$ cat src/rtl/mul_sched_pkg.sv
// mul_sched_pkg: shared widths and FSM encoding for the multiplier scheduler
package mul_sched_pkg;
    localparam int NUM_REQ = 4;
    localparam int ID_W = 2;
    localparam int OP_W = 4;
    localparam int P_W = 8;
    typedef enum logic [1:0] {
        IDLE = 2'd0,
        CALC = 2'd1,
        RESP = 2'd2
    } state_t;
endpackage

$ cat src/rtl/mul_4.sv
// mul_4: 4x4 unsigned array multiplier built from AND partial products and ripple full-adder rows
module mul_4
    import mul_sched_pkg::*;
(
    input  logic [OP_W-1:0] a,
    input  logic [OP_W-1:0] b,
    output logic [P_W-1:0]  p
);
    logic [OP_W:0]   acc;
    logic [OP_W-1:0] x;
    logic [OP_W-1:0] y;
    logic            cy;

    // Each row adds the next partial product to the previous row shifted down; its LSB is final.
    always_comb begin
        acc = {1'b0, a & {OP_W{b[0]}}};
        x = '0;
        y = '0;
        cy = 1'b0;
        p = '0;
        p[0] = acc[0];
        for (int i = 1; i < OP_W; i++) begin
            x = acc[OP_W:1];
            y = a & {OP_W{b[i]}};
            cy = 1'b0;
            for (int j = 0; j < OP_W; j++) begin
                acc[j] = x[j] ^ y[j] ^ cy;
                cy = (x[j] & y[j]) | (cy & (x[j] ^ y[j]));
            end
            acc[OP_W] = cy;
            p[i] = acc[0];
        end
        p[P_W-1:OP_W-1] = acc;
    end
endmodule

$ cat src/rtl/mul_sched.sv
// mul_sched: round-robin arbiter and IDLE/CALC/RESP FSM sharing one mul_4 among four requesters
module mul_sched
    import mul_sched_pkg::*;
#(
    parameter int NUM_REQ = 4
) (
    input  logic                  clk,
    input  logic                  rst_n,
    input  logic [NUM_REQ-1:0]    req_valid,
    input  logic [4*NUM_REQ-1:0]  req_a,
    input  logic [4*NUM_REQ-1:0]  req_b,
    output logic [NUM_REQ-1:0]    req_ready,
    output logic                  rsp_valid,
    input  logic                  rsp_ready,
    output logic [ID_W-1:0]       rsp_id,
    output logic [P_W-1:0]        rsp_p,
    output logic                  busy,
    output logic [7:0]            op_cnt
);
    state_t          state;
    logic [ID_W-1:0] last_grant;
    logic [ID_W-1:0] cand;
    logic [ID_W-1:0] win;
    logic            found;
    logic [ID_W-1:0] op_id;
    logic [OP_W-1:0] op_a;
    logic [OP_W-1:0] op_b;
    logic [P_W-1:0]  prod;

    // Search starts just past the last granted requester and wraps around.
    always_comb begin
        found = 1'b0;
        win = '0;
        cand = '0;
        for (int k = 1; k <= NUM_REQ; k++) begin
            cand = last_grant + ID_W'(k);
            if (!found && req_valid[cand]) begin
                found = 1'b1;
                win = cand;
            end
        end
    end

    assign req_ready = (state == IDLE && found) ? (NUM_REQ'(1) << win) : '0;
    assign busy = state != IDLE;

    mul_4 u_mul (
        .a(op_a),
        .b(op_b),
        .p(prod)
    );

    always_ff @(posedge clk or negedge rst_n) begin
        if (!rst_n) begin
            state <= IDLE;
            last_grant <= ID_W'(NUM_REQ - 1);
            op_a <= '0;
            op_b <= '0;
            op_id <= '0;
            rsp_p <= '0;
            rsp_id <= '0;
            rsp_valid <= 1'b0;
            op_cnt <= '0;
        end else begin
            case (state)
                IDLE: if (found) begin
                    op_a <= req_a[win*OP_W +: OP_W];
                    op_b <= req_b[win*OP_W +: OP_W];
                    op_id <= win;
                    last_grant <= win;
                    state <= CALC;
                end
                CALC: begin
                    rsp_p <= prod;
                    rsp_id <= op_id;
                    rsp_valid <= 1'b1;
                    state <= RESP;
                end
                RESP: if (rsp_ready) begin
                    rsp_valid <= 1'b0;
                    op_cnt <= op_cnt + 8'd1;
                    state <= IDLE;
                end
                default: state <= IDLE;
            endcase
        end
    end
endmodule
$ cat config.mk
export PLATFORM = sky130hd
export DESIGN_NAME = mul_sched
export DESIGN_NICKNAME = d
export VERILOG_FILES = /design/src/rtl/mul_sched_pkg.sv /design/src/rtl/mul_4.sv /design/src/rtl/mul_sched.sv
export SDC_FILE = /design/constraint.sdc
export NUM_CORES = 1
export LEC_CHECK = 0
export CAP_MARGIN = 20
export CORE_ASPECT_RATIO = 1.4
export CORE_MARGIN = 1.5
export CORE_UTILIZATION = 42
export CTS_CLUSTER_SIZE = 24
export DETAILED_ROUTE_END_ITERATION = 16
export PLACE_DENSITY_LB_ADDON = 0.1
export RECOVER_POWER = 50
export SLEW_MARGIN = 25
export SYNTH_ARGS = -nofsm -noshare
export SYNTH_HDL_FRONTEND = slang
export SYNTH_HIERARCHICAL = 1
export SYNTH_SLANG_ARGS = --single-unit
$ cat constraint.sdc
create_clock -name clk -period 4.68 [get_ports clk]
set_clock_uncertainty 0.2 [all_clocks]
set_input_delay 1.17 -clock clk [delete_from_list [all_inputs] [get_ports clk]]
set_output_delay 1.17 -clock clk [all_outputs]
set_load 0.05 [all_outputs]
==> impl_summary.txt, run 1 <==
----------------------------------------------------
[Status]
  Result of the run ... complete, but fails checks
  Violated checks ... capacitance limit, slew limit

[Logic synthesis]
  Synthesized netlist cell count ... 194
  Main combinational cell family by area after synthesis ... simple AND/OR/NAND/NOR gates
  Share of synthesized area spent on multiplexers ... 10.34%
  Netlist cell types ... 38
  Synthesized net count ... 246
  Post-synthesis share of cell area spent on and, or, nand and nor gates ... 14.93%
  Post-synth ARST share ... 100.0%
  Count of flip-flops with a built-in enable after synthesis ... 0
  Count of state elements after synthesis ... 33
  Post-synth design cell area ... 2069 um2
  Synth cell count leaders ... dfrtp_1, inv_1, nand2_1, nor2_1, mux2_2
  Complex-gate fraction of the synthesized area ... ~14%
  Cell type with the highest aggregate area in the netlist ... dfrtp_1
  Share of the synthesized netlist area taken by xor and xnor gates ... about 3.0%
  Most used flip-flop cell after synthesis ... dfrtp_1
  Synthesized area per cell ... about 11 um2
  Library cell with the highest instance count after synthesis ... dfrtp_1
  Arithmetic-cell share of the synthesized area counting full adders, half adders and majority gates ... between 10% and 20%
  Yosys top cell area share ... a little under two fifths
  Register area share after synthesis ... 40.02%
  Number of synthesis warnings ... 6
  Top post-synthesis cells by area ... dfrtp_1, fa_1, mux2_2

[Floorplan]
  Initial Utilization ... 43.07%
  DIE AREA ... between 5000 and 6000 um2
  Vertical die dimension ... approximately 86 um
  I/O pin total ... 63
  Placement row count ... 30
  Core Box Area ... 4805 um2
  Overall die width ... ~62 um

[Global routing]
  Global-route wire length before repair ... 7238 um
  Global-route usage over all layers ... between 15 and 20%
  Initial antenna violation count ... 0
  Vias in the first global route ... approximately 1,600
  Largest net degree at the start of global routing ... 34
  Residual overflow from global routing ... 0

[Pwr]
  Power density over cell area ... just over 800 nW/um2
  Switching power as a share of total power ... 45.17%
  Internal power ... 0.001332 W
  Leakage Power ... 1.356 nW
  Net Sw Power ... ~0.0011 W
  Part of the power in the clock network ... a little over an eighth
  Part of the power in combinational logic ... between 60% and 70%
  Share of power burned in registers ... approximately 22%
  IR drop worst, VDD ... approximately 0.00034 V

[Place]
  Port Buffer Count ... just over 60
  Placed cell count ... 317
  Post-placement cell area ... between 2000 and 3000 um2
  Final estimated routing congestion in global placement ... between 0.8 and 0.9
  Post-DP HPWL ... between 3000 and 4000 um

[Clocking]
  Total clock buffers created by CTS ... 5
  Buffers inserted during post-CTS setup optimization ... 0
  Maximum clock path buffer count ... 2
  Quantity of hold-fixing buffers added after cts ... 0
  Root cell of the clock tree ... clkbuf_8
  Number of levels the H-tree was split into ... 2
  CTS sink cnt ... 33
  Post-CTS clock slew at the launch and capture registers of the worst setup and hold paths ... around 0.070 ns
  Clock latency of the later-clocked register in the worst-skew pair ... 0.29 ns
  CTS resizes ... 0
  TritonCTS clock tree ... done

[Cells and area]
  Design area ... 2925 um2
  Diode insertion count for antenna repair ... 0
  Fraction of final layout cells sized beyond drive strength 1 ... 16.48%
  Cell Count, Final, Fillers Out ... roughly 330
  Filler Cell Count ... roughly 450
  Final design utilization ... between 60 and 70%
  Relative area change from synthesis to final layout ... 41.35%
  Net count reported at finish ... about 310

[Timing]
  Final hold violation count ... 0
  Final period util ... between 90% and 100%
  Endpoints failing setup ... 0
  Final period demand of the worst path ... between 4 and 5 ns
  Worst slew slack as a fraction of its limit ... -14.09%
  Worst Max-Slew Pin Slew ... 1.711 ns
  Setup total negative slack ... 0 ns
  Fmax achieved ... roughly 220 MHz
  Unrepaired setup endpoints after global routing ... no
  Number of max-slew violations in the final report ... 34
  Post-route worst hold slack ... ~0.27 ns

[Worst setup path]
  Capturing element type of the critical path ... flop
  WP data required ... approximately 4.7 ns
  CP Data Arrival Time ... between 4 and 5 ns
  Type of origin of the critical path ... flop
  Startpoint-to-endpoint class of the critical path ... flop to flop
  Cell count of the worst reg-to-reg path ... 14
  Largest fanout of any net on the critical path ... 5

[Drt]
  Vias per Instance ... approximately 5
  Detail Route Antenna Nets ... 0
  Post-detailed-route DRC marker count ... 0
  Drt initial violations ... 67
  Routed wirelength normalized by instance count ... roughly 13 um
  Total number of vias ... around 1,600
  1st-pass router iterations ... 4
  Detailed Route WL ... about 4200 um

[Worst hold path]
  Hold Path Stages ... 1
  Classification of the worst-slack hold path ... flop to flop

[Run]
  Number of max-capacitance violations reported ... 1

----------------------------------------------------
-- state kept, by name, indices dropped and copies added, names as in the netlist --
| name | count |
|---|---|
| rsp_valid | 1 |
| last_grant | 2 |
| rsp_id | 2 |
| rsp_p | 8 |
| state | 2 |
| op_cnt | 8 |
| op_id | 2 |
| op_a | 4 |
| op_b | 4 |
-- kinds of logic (layout without fill, tap and decap cells) --
| logic type | count (synthesis) | in the layout |
|---|---|---|
| AO/OA/AOI/OAI | 30 | 30 |
| XOR/XNOR | 7 | 7 |
| adder cells (fa/ha/maj) | 13 | 13 |
| buffers and inverters | 30 | 97 |
| flip-flops | 33 | 33 |
| multiplexers | 20 | 20 |
| AND/OR/NAND/NOR | 61 | 61 |
-- area by class of cell --
cell class	count	area, um2	area share [%]
timing repair buffer	68	701.9	23.99
inverter	21	78.83	2.695
clock inverter	3	65.06	2.224
tap	64	80.08	2.737
multi-input combinational	131	1102	37.68
clock buffer	5	68.82	2.352
sequential	33	828.3	28.31
-- path summary, 6_finish.rpt --
| check | start | slack, ns | end |
|---|---|---|---|
| setup reg to reg | op_b[0]$_DFFE_PN0P_ | 0.15 | rsp_p[6]$_DFFE_PN0P_ |
| setup / recovery | op_b[0]$_DFFE_PN0P_ | 0.15 | rsp_p[6]$_DFFE_PN0P_ |
| min in group asynchronous | rst_n | 1.66 | rsp_p[7]$_DFFE_PN0P_ |
| hold / removal | op_cnt[7]$_DFFE_PN0P_ | 0.27 | op_cnt[7]$_DFFE_PN0P_ |
| max in group asynchronous | rst_n | 1.63 | rsp_p[2]$_DFFE_PN0P_ |
| hold reg to reg | op_cnt[7]$_DFFE_PN0P_ | 0.27 | op_cnt[7]$_DFFE_PN0P_ |
-- metal layers --
metal	track usage, %	up-vias	part of all wire [%]
li1	-	794	-
met1	19.63	757	41
met2	31.23	57	52
met3	4.199	5	5.2
met4	7.475	0	1.5
met5	0	-	0
-- power groups by stage --
stage               sequential [W]  combinational, W  clock [W]
floorplan                 0.000744          0.000969          0
global placement          0.000538           0.00155          0
detailed placement        0.000543           0.00159          0
CTS                       0.000539           0.00161   0.000324
global route              0.000561           0.00176   0.000335
finish                    0.000537           0.00158   0.000316
-- worst max-delay path, stage by stage (launching register included) --
cell,delay (ns)
dfrtp_1,0.40
and2_1,0.15
ha_1,0.14
inv_1,0.04
fa_1,0.37
fa_1,0.48
inv_1,0.05
fa_1,0.42
fa_1,0.50
inv_1,0.06
fa_1,0.43
fa_1,0.39
fa_1,0.48
inv_1,0.04
mux2_2,0.25
-- placed cells by master, fill, tap and decap left out, drive strengths merged, types with 2 or more instances in the layout --
cell           Yosys  routed
xnor2              4       4
a21o               2       2
fa                 8       8
buf                7       9
dfstp              2       2
bufinv             0       2
nor2              17      17
dfrtp             31      31
inv               21      21
or2                3       3
clkdlybuf4s50      0      56
mux2              11      11
and2               9       9
nor2b              3       3
clkbuf             2       6
nand2             16      16
and3               3       3
ha                 5       5
nand3              3       3
dlygate4sd3        0       2
o211a              8       8
a211oi             8       8
xor2               3       3
mux2i              9       9
a41oi              8       8
-- stage by stage --
| step | setup slack [ns] | total power [W] |
|---|---|---|
| after floorplan | 0.2707 | 0.001713 |
| after global placement | 0.2296 | 0.002084 |
| after detailed placement | 0.1325 | 0.002132 |
| after CTS | 0.1273 | 0.002468 |
| after global routing | 0.02058 | 0.002656 |
| final | 0.1492 | 0.002429 |
(Power assumes the default switching activity.)
==> run 2: changes to the inputs <==
--- a/config.mk
+++ b/config.mk
@@ -8,7 +8,7 @@
 export CAP_MARGIN = 20
 export CORE_ASPECT_RATIO = 1.4
 export CORE_MARGIN = 1.5
-export CORE_UTILIZATION = 42
+export CORE_UTILIZATION = 47
 export CTS_CLUSTER_SIZE = 24
 export DETAILED_ROUTE_END_ITERATION = 16
 export PLACE_DENSITY_LB_ADDON = 0.1
==> constraint.sdc (replaced) <==
create_clock -name clk -period 5.1 [get_ports clk]
set_clock_uncertainty 0.2 [all_clocks]
set_input_delay 0.765 -clock clk [delete_from_list [all_inputs] [get_ports clk]]
set_output_delay 0.765 -clock clk [all_outputs]
set_load 0.05 [all_outputs]
==> run 2 against run 1 <==
Compared with the run above:
- the flow still finishes with violations (capacitance limit, slew limit)
- setup slack better by 0.42 ns
- non-clock buffer count shrank 3
- cell count shrank 2.2%
- critical path type unchanged
- largest power group unchanged
- highest routed layer unchanged
==> impl_summary.txt, run 2 (synthesized netlist as in run 1, its figures left out) <==
----------------------------------------------------
[Floorplan]
  Vertical die dimension ... 81.52 um (-5.3%)
  Core Box Area ... 4239 um2 (-12%)
  DIE AREA ... 4816 um2 (-10%)
  I/O pin total ... 63 (unchanged)
  Placement row count ... 28 (-6.7%)
  Overall die width ... 59.08 um (-5.2%)
  Initial Utilization ... 48.82% (+5.7 points)

[Clocking]
  Quantity of hold-fixing buffers added after cts ... 0 (unchanged)
  Buffers inserted during post-CTS setup optimization ... 0 (unchanged)
  Post-CTS clock slew at the launch and capture registers of the worst setup and hold paths ... 0.06 ns (about the same)
  Total clock buffers created by CTS ... 5 (unchanged)
  Root cell of the clock tree ... clkbuf_8
  CTS resizes ... 0 (unchanged)
  CTS sink cnt ... 33 (unchanged)
  Number of levels the H-tree was split into ... 2 (unchanged)
  Maximum clock path buffer count ... 2 (unchanged)
  Clock latency of the later-clocked register in the worst-skew pair ... 0.28 ns (about the same)
  TritonCTS clock tree ... done

[Pwr]
  Share of power burned in registers ... 22.6% (+0.5 points)
  Leakage Power ... 1.323 nW (-2.5%)
  Internal power ... 0.001190 W (-11%)
  Net Sw Power ... 0.0009935 W (-9.5%)
  Switching power as a share of total power ... 45.51% (+0.34 points)
  IR drop worst, VDD ... 0.0003361 V (-2.0%)
  Post-route total power ... 0.002183 W (-10%)
  Part of the power in the clock network ... 13.2% (+0.2 points)
  Part of the power in combinational logic ... 64.3% (-0.6 points)
  Power density over cell area ... 763.9 nW/um2 (-8.0%)

[Timing]
  Unrepaired setup endpoints after global routing ... no
  Setup total negative slack ... 0 ns (unchanged)
  Final period demand of the worst path ... 4.530 ns (-0.001134 ns)
  Number of max-slew violations in the final report ... 34 (unchanged)
  Worst Max-Slew Pin Slew ... 1.689 ns (-0.02247 ns)
  Final period util ... 88.82% (-8.0 points)
  Fmax achieved ... 220.8 MHz (about the same)
  Final hold violation count ... 0 (unchanged)
  Endpoints failing setup ... 0 (unchanged)
  Setup WS post-layout ... 0.5704 ns (+0.4211 ns)
  Post-route worst hold slack ... 0.2694 ns (-0.002336 ns)
  Worst slew slack as a fraction of its limit ... -12.59% (+1.5 points)

[Drt]
  Detailed Route WL ... 3866 um (-7.2%)
  1st-pass router iterations ... 4 (unchanged)
  Drt initial violations ... 13 (-81%)
  Detail Route Antenna Nets ... 0 (unchanged)
  Total number of vias ... 1,577 (-2.2%)
  Vias per Instance ... 4.959 (about the same)
  Post-detailed-route DRC marker count ... 0 (unchanged)
  Routed wirelength normalized by instance count ... 12.16 um (-5.2%)

[Run]
  Number of max-capacitance violations reported ... 1 (unchanged)

[Worst setup path]
  Startpoint-to-endpoint class of the critical path ... flop to flop
  Capturing element type of the critical path ... flop
  Largest fanout of any net on the critical path ... 5 (unchanged)
  CP Data Arrival Time ... 4.50 ns (about the same)
  WP data required ... 5.07 ns (+0.42 ns)
  Type of origin of the critical path ... flop

[Place]
  Port Buffer Count ... 62 (unchanged)
  Post-DP HPWL ... 3015 um (-7.6%)
  Final estimated routing congestion in global placement ... 0.8539 (-0.40%)
  Worst setup slack after placement ... 0.5966 ns (+0.4641 ns)

[Cells and area]
  Diode insertion count for antenna repair ... 0 (unchanged)
  Fraction of final layout cells sized beyond drive strength 1 ... 13.95% (-2.5 points)
  Final design utilization ... 67.41% (+6.5 points)
  Largest registers ... op_cnt (8), rsp_p (8)
  Commonest cells after routing, fill and taps aside ... clkdlybuf4s50_1, dfrtp_1, inv_1, nand2_1, nor2_1
  Relative area change from synthesis to final layout ... 38.09%
  Most common cell after layout, fill and taps aside ... clkdlybuf4s50_1
  Net count reported at finish ... 309 (-0.96%)

[Global routing]
  Global-route wire length before repair ... 6589 um (-9.0%)
  Vias in the first global route ... 1,531 (-5.3%)
  Global-route usage over all layers ... 18.15% (+0.80 points)
  Residual overflow from global routing ... 0 (unchanged)
  Largest net degree at the start of global routing ... 34 (unchanged)
  Initial antenna violation count ... 0 (unchanged)

[Status]
  Violated checks ... capacitance limit, slew limit
  Result of the run ... complete, but fails checks

[Worst hold path]
  Classification of the worst-slack hold path ... flop to flop

----------------------------------------------------
## run 2: final cells by class
type / count / area, um2
sequential: 33 / 828.3
timing repair buffer: 65 / 639.4
inverter: 21 / 78.83
clock inverter: 3 / 65.06
tap: 60 / 75.07
multi-input combinational: 131 / 1102
clock buffer: 5 / 68.82
fill: 340 / 1381
## run 2: path summary, 6_finish.rpt
check	from	endpoint	slack, ns	cells after the start
min	op_cnt[7]$_DFFE_PN0P_	op_cnt[7]$_DFFE_PN0P_	0.27	1
max	op_a[1]$_DFFE_PN0P_	rsp_p[6]$_DFFE_PN0P_	0.57	14
min in group asynchronous	rst_n	op_cnt[0]$_DFFE_PN0P_	1.25	2
min reg2reg	op_cnt[7]$_DFFE_PN0P_	op_cnt[7]$_DFFE_PN0P_	0.27	1
max in group asynchronous	rst_n	op_b[0]$_DFFE_PN0P_	2.47	2
max reg2reg	op_a[1]$_DFFE_PN0P_	rsp_p[6]$_DFFE_PN0P_	0.57	14
## run 2: stage by stage
| step | std cells | area [um2] |
|---|---|---|
| global route | 318 | 2858 |
| global placement | 310 | 2728 |
| finish | 318 | 2858 |
| detailed placement | 310 | 2728 |
| floorplan | 194 | 2069 |
| CTS | 318 | 2861 |
## run 2: per-layer routing
layer  up-vias  GRT usage (%)  part of all wire (%)
met3         4          4.252                   5.4
met5         -              0                     0
met1       730          20.24                    42
met2        55          32.22                    51
li1        788              -                     -
met4         0          8.182                   1.9
## run 2: critical path, stage by stage, from the launching register on
cell	delay, ns
dfrtp_1	0.41
and2_1	0.15
ha_1	0.14
inv_1	0.04
fa_1	0.37
fa_1	0.48
inv_1	0.05
fa_1	0.43
fa_1	0.49
inv_1	0.05
fa_1	0.44
fa_1	0.40
fa_1	0.49
inv_1	0.03
mux2_2	0.24
## run 2: power by group through the flow
stage	Sequential [W]	Clock, W	Combinational [W]
6_report	0.000492	0.000287	0.00140
4_1_cts	0.000495	0.000293	0.00144
3_3_place_gp	0.000493	0	0.00137
5_1_grt	0.000510	0.000310	0.00157
3_5_place_dp	0.000499	0	0.00140
2_1_floorplan	0.000683	0	0.000889
